<file path="src/rtl/dram_refresh.sv">
// CAS-before-RAS refresh sequencer: a free-running interval divider queues refresh
// requests, and each granted request plays out as CAS setup, RAS pulse and precharge.
module dram_refresh #(
    parameter int REF_DIV  = 512,
    parameter int RAS_CLKS = 3,
    parameter int PRE_CLKS = 2,
    parameter int MAX_PEND = 4
) (
    input  logic       clk,
    input  logic       nRESET,
    input  logic       ref_gnt,
    output logic       ref_req,
    output logic [3:0] nREF_RAS,
    output logic [3:0] nREF_CAS,
    output logic       ref_busy,
    output logic       ref_done,
    output logic       ref_overrun
);

    localparam logic [2:0] IDLE    = 3'd0;
    localparam logic [2:0] REQ     = 3'd1;
    localparam logic [2:0] CBR_CAS = 3'd2;
    localparam logic [2:0] CBR_RAS = 3'd3;
    localparam logic [2:0] PRE     = 3'd4;

    logic [9:0] div;
    logic [2:0] pend;
    logic [2:0] pend_nx;
    logic [2:0] state;
    logic [2:0] state_nx;
    logic [2:0] tmr;
    logic [2:0] tmr_nx;
    logic       tick;
    logic       fin;
    logic       ovr_set;

    assign tick = (div == 10'(REF_DIV - 1));
    assign fin  = (state == PRE) && (tmr == 3'(PRE_CLKS - 1));

    // A tick and a completion on the same edge cancel out.
    always_comb begin
        pend_nx = pend;
        ovr_set = 1'b0;
        if (tick && !fin) begin
            if (pend == 3'(MAX_PEND)) begin
                ovr_set = 1'b1;
            end else begin
                pend_nx = pend + 3'd1;
            end
        end else if (fin && !tick && pend != 3'd0) begin
            pend_nx = pend - 3'd1;
        end
    end

    always_comb begin
        state_nx = state;
        tmr_nx   = tmr;
        case (state)
            IDLE: begin
                if (pend != 3'd0) state_nx = REQ;
            end
            REQ: begin
                if (ref_gnt) state_nx = CBR_CAS;
            end
            CBR_CAS: begin
                state_nx = CBR_RAS;
                tmr_nx   = 3'd0;
            end
            CBR_RAS: begin
                if (tmr == 3'(RAS_CLKS - 1)) begin
                    state_nx = PRE;
                    tmr_nx   = 3'd0;
                end else begin
                    tmr_nx = tmr + 3'd1;
                end
            end
            PRE: begin
                if (fin) begin
                    state_nx = (pend_nx != 3'd0) ? REQ : IDLE;
                    tmr_nx   = 3'd0;
                end else begin
                    tmr_nx = tmr + 3'd1;
                end
            end
            default: begin
                state_nx = IDLE;
                tmr_nx   = 3'd0;
            end
        endcase
    end

    // Outputs are decoded from the next state so every output comes straight off a flop.
    always_ff @(posedge clk) begin
        if (!nRESET) begin
            div         <= 10'd0;
            pend        <= 3'd0;
            state       <= IDLE;
            tmr         <= 3'd0;
            ref_req     <= 1'b0;
            nREF_RAS    <= 4'hF;
            nREF_CAS    <= 4'hF;
            ref_busy    <= 1'b0;
            ref_done    <= 1'b0;
            ref_overrun <= 1'b0;
        end else begin
            div         <= tick ? 10'd0 : div + 10'd1;
            pend        <= pend_nx;
            state       <= state_nx;
            tmr         <= tmr_nx;
            ref_req     <= (state_nx != IDLE);
            nREF_RAS    <= (state_nx == CBR_RAS) ? 4'h0 : 4'hF;
            nREF_CAS    <= (state_nx == CBR_CAS || state_nx == CBR_RAS) ? 4'h0 : 4'hF;
            ref_busy    <= (state_nx == CBR_CAS || state_nx == CBR_RAS || state_nx == PRE);
            ref_done    <= fin;
            ref_overrun <= ref_overrun | ovr_set;
        end
    end

endmodule

</file>
<file path="config.mk">
export PLATFORM = sky130hd
export DESIGN_NAME = dram_refresh
export DESIGN_NICKNAME = d
export VERILOG_FILES = /design/src/rtl/dram_refresh.sv
export SDC_FILE = /design/constraint.sdc
export NUM_CORES = 1
export LEC_CHECK = 0
export ABC_AREA = 1
export CAP_MARGIN = 10
export CORE_AREA = 3 3 50 52
export CTS_BUF_LIST = sky130_fd_sc_hd__clkbuf_4
export DETAILED_ROUTE_END_ITERATION = 10
export DIE_AREA = 0 0 53 55
export MAX_ROUTING_LAYER = met4
export PLACE_DENSITY = 0.85
export SYNTH_ARGS = -nofsm -noshare
export SYNTH_HDL_FRONTEND = slang
export SYNTH_SLANG_ARGS = --single-unit
</file>
<file path="constraint.sdc">
create_clock -name clk -period 4.9 [get_ports clk]
set_input_delay 1.225 -clock clk [delete_from_list [all_inputs] [get_ports clk]]
set_output_delay 1.225 -clock clk [all_outputs]
set_load 0.02 [all_outputs]
</file>
## Yosys cells after proc, flatten, opt, wreduce, memory -nomap -nowiden

Cells that the tools add are included.

- $add $sub $neg: 4
- $mul: 0
- Div/mod/pow operators: 0
- Magnitude comparators: 0
- Equality and inequality tests: 11
- Shift-type cells: 0
- Muxes and demuxes: 16
- Bitwise gates (word level): 2
- Reductions and logical operators: 14

Operators with widths:

| kind | count |
|---|---|
| 3-bit two-way mux | 9 |
| 3-bit by 2-bit == test with 1-bit output, second input constant | 5 |
| 3-bit one-hot mux with 5 select lines | 1 |
| 10-bit by 1-bit adder with 10-bit output, second input constant | 1 |
| 10-bit by 9-bit == test with 1-bit output, second input constant | 1 |
| 3-bit == test, second input constant | 3 |
| 3-bit one-hot mux with 3 select lines | 1 |
| 3-bit nonzero test | 3 |
| 4-bit two-way mux | 2 |
| 3-bit by 1-bit adder with 3-bit output, second input constant | 2 |
| 3-bit by 1-bit == test with 1-bit output, second input constant | 2 |
| 1-bit logical AND | 4 |
| 2-bit OR reduction | 2 |
| 3-bit zero test | 1 |
| 1-bit two-way mux | 3 |
| 3-bit by 1-bit subtractor with 3-bit output, second input constant | 1 |
| 1-bit zero test | 2 |
| 1-bit logical OR | 2 |
| 1-bit NOT | 1 |
| 1-bit OR | 1 |

- Register bits: 31
- Latch bits: 0
- RAM bits: 0
- Memory bits (read-only): 0
- Output and inout bits: 12
- Logic and storage cells: 57
- Memories kept: 0

## Longest topological paths before layout

Gate-level depths: netlist (run 1).

- Depth in word-level cells: 13
- Depth in mapped cells: 16
- Depth with buffers taken out: 16

## Worst setup path before layout (run 1)

No wires, ideal clock.

- Path type: reg2out
- Start: reg nREF_CAS[2] (netlist name)
- End: out nREF_CAS[1]
- Arrival: 640 ps
- Required time: 3675 ps
- Slack: 3035 ps
- Cell stages (with the launch flop): 2
- Buffers on the path: 1
- Cells stage by stage: dfxtp_1 > buf_4

RTL lines:

| what | line | source |
|---|---|---|
| end: declaration | 14 | `output logic [3:0] nREF_CAS,` |

## Worst setup path in the final report (run 1)

- Start: reg nREF_RAS[2]
- End: out nREF_RAS[2]

RTL lines:

| what | line | source |
|---|---|---|
| start: declaration | 13 | `output logic [3:0] nREF_RAS,` |
| start signal: assignment | 111 | `nREF_RAS <= (state_nx == CBR_RAS) ? 4'h0 : 4'hF;` |

No word-level cell between the ends.

==> reports/results.ini, run 1 <==
[synthesis]
synth-async-reset-ratio_pct = 0
ys_seq_area_share_pct = 38.2
synth-edff-count = 0
syn_inst = 169
synth_cell_types = 27
synth_common_cells = dfxtp_1, inv_1, nand2_1
synth_top_area_share_pct = 38.2
synth_fp_nets = 179
syn_area_per_cell_um2 = 7.76
ys_seq_elements = 25
synthFlopType = dfxtp_1
yosysTopAreaCell = dfxtp_1
synth_area_leaders = dfxtp_1, inv_1, ha_1
yosys_warnings = 0
synth_area_mm2 = 0.00131

[floorplan]
num_rows = 17
initial_utilization_pct = 61.0
fp.dieH_um = 55
fp.dieArea_mm2 = 0.00292
coreArea_mm2 = 0.00215
io_pins = 15
die_x_um = 53

[grt]
antenna_found_initial = 0
grt.total_usage_pct = 18.0
grt_pass1_vias = 976
grt_pass1_wl_mm = 3.81
grt_max_degree = 14
grt-ovfl-total = 0

[setup_path]
slowest_delay_ns = 0.64
worstPathRequired_ns = 3.67
end_kind = output pin
cp.arrival_ns = 1.34
r2r_start = pend[0]
crit_start = nREF_RAS[2]
critical_path_buf_inv_count = 1
crit_chain = clkdlybuf4s50_1
crit_fanout = 4
critPathKind = flip-flop to output pin
crit_family = buffers and inverters
rrSetupSlack_ns = 3.03
crit_path_start_kind = flip-flop
worst_path_max_delay_cell = clkdlybuf4s50_1

[sta]
slew-limit-headroom_pct = 80.9
final_max_slew_viol_count = 0
fmax_ghz = 0.390
fin_crit_sh_pct = 52.3
rsz0062_at_grt = false
tightest_slew_ns = 0.283
finalClockSkew_ns = 0.00337
setup_viol = 0
period_needed_ns = 2.56
tns_ns = 0
hold_violations = 0

[detailed_routing]
drtAntennaViolNets = 0
drtPass1Iterations = 4
drtIter0Drc = 20
via_per_inst = 5.05
vias = 1051
drc_errors = 0
routed_wl_mm = 2.33
wire_per_inst_um = 11.2

[pwr]
p_leak_uw = 0.000651
ir_worst_vdd_mv = 0.221
powerDensity_mw_per_mm2 = 210

[layout]
fillers = 172
num-nets-final = 191
syn_to_final_growth_pct = 11.8
fin_util_pct = 68.3
drive_above_1_share_pct = 15.0
diodes = 0

[placement]
portBuffers = 14
place_congestion = 0.831
hpwl_mm = 1.92

[clocking]
cts_tree = built
cts_sinks = 25
cts_buffers = 3
cts_hold_buf = 0
clockBufferDepth = 2
cts_resized = 0
clk_latency_ns = 0.31
clkTransAtPathRegs_ns = 0.12
post-cts-setup-buffers = 0
h-tree-depth = 1
root_buffer = clkbuf_4

[worst_hold_path]
min_from = div[0]
hp-class = flip-flop to flip-flop

[status]
status = complete, no violations

[flow_run]
maxCapViolCount = 0

## path summary, 6_finish.rpt
| check | to | cells after the start |
|---|---|---|
| max reg2reg | ref_req | 14 |
| min reg2reg | div[0] | 1 |
| max | nREF_RAS[2] | 1 |
| min | div[0] | 1 |
## through the flow
stage / hold WS, ns / setup WS (ns) / cell area, um^2 / std cells / power [uW]
global route: 0.501 / 2.29 / 1470 / 208 / 320
floorplan: 0.418 / 3.04 / 1310 / 169 / 216
CTS: 0.483 / 2.32 / 1470 / 208 / 311
global placement: 0.438 / 2.49 / 1440 / 204 / 219
detailed placement: 0.452 / 2.43 / 1440 / 204 / 220
finish: 0.476 / 2.34 / 1470 / 208 / 308
## area by class of cell
type / instances / area [um^2] / area share, %
clock buffers: 4 / 30.0 / 2.05
inverters: 29 / 109 / 7.42
multi-input cells: 108 / 652 / 44.5
flip-flops and latches: 25 / 500 / 34.1
well taps: 28 / 35.0 / 2.39
repair buffers: 14 / 140 / 9.56
## placed cells by master (no fill, tap or decap), drive strengths merged
cell type      count
inv               29
o21ai              7
nor2              28
o221a              1
ha                 7
o21bai             1
xnor2              1
dfxtp             25
nor3b              2
clkbuf             4
xor2               2
clkdlybuf4s50     14
nand3b             2
nor4               1
nand2             29
nor3               4
nand3             12
a21oi              9
a31oi              2
## power breakdown
group,internal [uW],switching [uW]
Clock,37.3,55.6
Combinational,3.62,5.04
Sequential,205,1.32
Total,246,61.9
## state kept, by name (all words and copies together) (netlist names), 3 cells and up
name and flops:
pend 3, div 10, state 3, tmr 3
## kinds of logic (layout without fill, tap and decap cells)
logic type	after synthesis	after routing	share of synthesized area [%]
XOR/XNOR	3	3	2.00
buffers and inverters	36	47	12.1
adder cells (fa/ha/maj)	7	7	6.68
AO/OA/AOI/OAI	20	20	8.78
flip-flops	25	25	38.2
AND/OR/NAND/NOR	78	78	32.3
## routing by layer
metal  GRT usage, %  up-vias  share of wire [%]
li1               -      548                  -
met1           19.3      487                 43
met2           33.7       10                 54
met3           3.22        6                1.8
met4           5.96        0                1.2
met5              -        -                  0
No activity file was read; power rests on OpenSTA's default activity.
==> run 2: changes to the inputs <==
--- a/config.mk
+++ b/config.mk
@@ -7,12 +7,12 @@
 export LEC_CHECK = 0
 export ABC_AREA = 1
 export CAP_MARGIN = 10
-export CORE_AREA = 3 3 50 52
+export CORE_AREA = 3 3 52 54
 export CTS_BUF_LIST = sky130_fd_sc_hd__clkbuf_4
 export DETAILED_ROUTE_END_ITERATION = 10
-export DIE_AREA = 0 0 53 55
+export DIE_AREA = 0 0 55 57
 export MAX_ROUTING_LAYER = met4
-export PLACE_DENSITY = 0.85
+export PLACE_DENSITY = 0.79
 export SYNTH_ARGS = -nofsm -noshare
 export SYNTH_HDL_FRONTEND = slang
 export SYNTH_SLANG_ARGS = --single-unit
==> constraint.sdc (replaced) <==
create_clock -name clk -period 2.5 [get_ports clk]
set_input_delay 0.625 -clock clk [delete_from_list [all_inputs] [get_ports clk]]
set_output_delay 0.625 -clock clk [all_outputs]
set_load 0.02 [all_outputs]
==> reports/results.ini, run 2 (synthesis results as in run 1) <==
[layout]
largest_reg_flops = 10
top_register = div
stdcell_count = 208
diodes = 0
final_cell_mix = inv_1, dfxtp_1, nand2_1
drive_above_1_share_pct = 15.0
syn_to_final_growth_pct = 11.8
fin_util_pct = 65.0
num-nets-final = 191

[sta]
tns_ns = 0
hold_violations = 0
fin_crit_sh_pct = 77.8
final_max_slew_viol_count = 0
slew-limit-headroom_pct = 78.5
rsz0062_at_grt = false
period_needed_ns = 1.95
finalClockSkew_ns = 0.00716
hold_slack_ns = 0.478
fmax_ghz = 0.514
setup_viol = 0
tightest_slew_ns = 0.320

[setup_path]
critical_path_buf_inv_count = 1
crit_chain = clkdlybuf4s50_1
crit_path_start_kind = flip-flop
slowest_delay_ns = 0.63
critPathKind = flip-flop to output pin
end_kind = output pin
worstPathRequired_ns = 1.88
crit_fanout = 4
crit_family = buffers and inverters
worst_path_max_delay_cell = clkdlybuf4s50_1
cp.arrival_ns = 1.32

[status]
status = complete, no violations

[detailed_routing]
vias = 1061
drtIter0Drc = 27
wire_per_inst_um = 11.5
routed_wl_mm = 2.39
drtPass1Iterations = 4
drc_errors = 0
via_per_inst = 5.10
met3_length_um = 64
met1Wirelength_mm = 1.06
wl_met2_mm = 1.24
drtAntennaViolNets = 0
top_layer = met4

[placement]
hpwl_mm = 1.92
place_congestion = 0.878
dp.cells = 204
portBuffers = 14

[floorplan]
io_pins = 15
initial_utilization_pct = 58.2
die_x_um = 55
coreArea_mm2 = 0.00225
fp.dieH_um = 57
num_rows = 17
fp.dieArea_mm2 = 0.00314

[grt]
grt-ovfl-total = 0
grt_pass1_vias = 1009
grt_pass1_wl_mm = 4.09
antenna_found_initial = 0
grt_max_degree = 14
grt.total_usage_pct = 17.6

[clocking]
h-tree-depth = 1
cts_resized = 0
root_buffer = clkbuf_4
clk_latency_ns = 0.31
cts_sinks = 25
clockBufferDepth = 2
cts_tree = built
clkTransAtPathRegs_ns = 0.13
cts_hold_buf = 0
cts_buffers = 3
post-cts-setup-buffers = 0

[pwr]
p_total_uw = 604
ir_worst_vdd_mv = 0.390
p_leak_uw = 0.000651
powerDensity_mw_per_mm2 = 412

[flow_run]
maxCapViolCount = 0

[worst_hold_path]
hp-class = flip-flop to flip-flop

[run 2: cell counts in the layout (fill, tap and decap cells not counted)]
Identical to the previous run, type by type.
[run 2: where the power goes]
group	internal [uW]	switching [uW]	leakage, uW	total [uW]
combinational	7.01	9.64	0.000431	16.7
sequential	402	2.53	0.000202	405
clock	73.2	110	0.0000184	183
[run 2: path summary, 6_finish.rpt]
check                     end         from  depth (start not counted)  slack [ns]
setup / recovery  nREF_RAS[1]  nREF_RAS[2]                          1        0.55
hold / removal         div[0]       div[0]                          1        0.48
setup reg to reg      ref_req      pend[0]                         14        0.63
hold reg to reg        div[0]       div[0]                          1        0.48
[run 2: final cells by class]
class	instances	area, um^2
clock buffers	4	30.0
fillers	198	788
inverters	29	109
multi-input cells	108	652
flip-flops and latches	25	500
well taps	28	35.0
repair buffers	14	140
[run 2: per-layer routing]
metal,vias to the layer above,GRT usage [%]
met4,0,5.56
met2,16,29.9
met5,-,-
met1,492,20.3
met3,4,3.13
li1,549,-
[run 2: through the flow]
step / setup slack (ns) / cell area, um^2
finish: 0.555 / 1470
global route: 0.479 / 1470
CTS: 0.537 / 1470
detailed placement: 0.629 / 1440
global placement: 0.681 / 1440
floorplan: 0.912 / 1310
==> run 3: changes to the inputs <==
==> constraint.sdc (replaced) <==
create_clock -name clk -period 2 [get_ports clk]
set_input_delay 0.5 -clock clk [delete_from_list [all_inputs] [get_ports clk]]
set_output_delay 0.5 -clock clk [all_outputs]
set_load 0.02 [all_outputs]
==> reports/results.ini, run 3 (synthesis results as in run 1) <==
[status]
status = complete, no violations

[clocking]
clockBufferDepth = 2
clk_latency_ns = 0.32
post-cts-setup-buffers = 0
cts_sinks = 25
cts_hold_buf = 0
cts_resized = 0
root_buffer = clkbuf_4
cts_buffers = 3
cts_tree = built
clkTransAtPathRegs_ns = 0.14
h-tree-depth = 1

[detailed_routing]
drtPass1Iterations = 4
drtIter0Drc = 17
wire_per_inst_um = 11.5
routed_wl_mm = 2.39
vias = 1054
drtAntennaViolNets = 0
via_per_inst = 5.07
drc_errors = 0

[sta]
fin_crit_sh_pct = 92.4
final_max_slew_viol_count = 0
setup_viol = 0
hold_violations = 0
slew-limit-headroom_pct = 76.0
rsz0062_at_grt = false
tightest_slew_ns = 0.357
fmax_ghz = 0.541
tns_ns = 0
period_needed_ns = 1.85
finalClockSkew_ns = 0.00741

[grt]
grt_max_degree = 15
grt_pass1_wl_mm = 4.48
grt_pass1_vias = 1051
antenna_found_initial = 0
grt.total_usage_pct = 19.1
grt-ovfl-total = 0

[floorplan]
io_pins = 15
coreArea_mm2 = 0.00225
initial_utilization_pct = 58.2
fp.dieH_um = 57
num_rows = 17
die_x_um = 55
fp.dieArea_mm2 = 0.00314

[pwr]
p_leak_uw = 0.000650
ir_worst_vdd_mv = 0.366
powerDensity_mw_per_mm2 = 515

[setup_path]
worst_path_max_delay_cell = clkdlybuf4s50_1
r2r_cells = 13
crit_fanout = 4
end_kind = output pin
cp.arrival_ns = 1.35
crit_chain = clkdlybuf4s50_1
crit_path_start_kind = flip-flop
slowest_delay_ns = 0.63
worstPathRequired_ns = 1.50
critPathKind = flip-flop to output pin
path_depth = 1
crit_family = buffers and inverters
critical_path_buf_inv_count = 1

[worst_hold_path]
hold_depth = 1
hp-class = flip-flop to flip-flop

[placement]
dp.cells = 204
placed_area_mm2 = 0.00144
hpwl_mm = 1.92
place_congestion = 0.855
portBuffers = 14

[layout]
diodes = 0
stdcell_count = 208
final_cell_mix = inv_1, dfxtp_1, nand2_1
fillers = 223
seq_area_um2 = 500
fin_area_mm2 = 0.00146
top_register = div
drive_above_1_share_pct = 15.0
largest_reg_flops = 10
syn_to_final_growth_pct = 11.6
num-nets-final = 191
multi_input_comb_area_um2 = 652

[flow_run]
maxCapViolCount = 0

## run 3: cell types whose count changed in the layout (fill, tap and decap cells not counted), sizes merged
cell	delta
clkinv	+1
clkbuf	-1
## run 3: worst paths after layout
path	start	slack [ns]	end
min reg2reg	div[0]	0.47	div[0]
max	nREF_RAS[2]	0.15	nREF_RAS[0]
min	div[0]	0.47	div[0]
max reg2reg	pend[0]	0.18	ref_req
## run 3: per-layer routing
layer / global-route usage (%) / wire length, um / share of wire, %
met5: - / 0 / 0
met4: 5.56 / 17 / 0.71
met3: 2.35 / 59 / 2.5
met2: 29.9 / 1180 / 49
met1: 25.5 / 1140 / 48
## run 3: report_power, final
part,internal [uW],switching (uW),total [uW]
Sequential,503,3.02,506
Clock,74.7,152,227
Combinational,8.73,12.5,21.3
## run 3: layout make-up
class / instances / area share (%)
multi-input cells: 108 / 44.5
flip-flops and latches: 25 / 34.2
repair buffers: 14 / 9.57
well taps: 28 / 2.39
clock buffers: 3 / 1.54
clock inverters: 1 / 0.342
inverters: 29 / 7.44
## run 3: through the flow
| step | hold WS (ns) | total power, uW | setup WS, ns | utilization, % |
|---|---|---|---|---|
| after detailed placement | 0.451 | 538 | 0.164 | 63.7 |
| after CTS | 0.472 | 760 | 0.146 | 64.9 |
| final | 0.465 | 754 | 0.153 | 64.9 |
| after floorplan | 0.418 | 529 | 0.412 | - |
| after global routing | 0.488 | 785 | 0.00665 | 64.9 |
| after global placement | 0.432 | 538 | 0.176 | 63.7 |
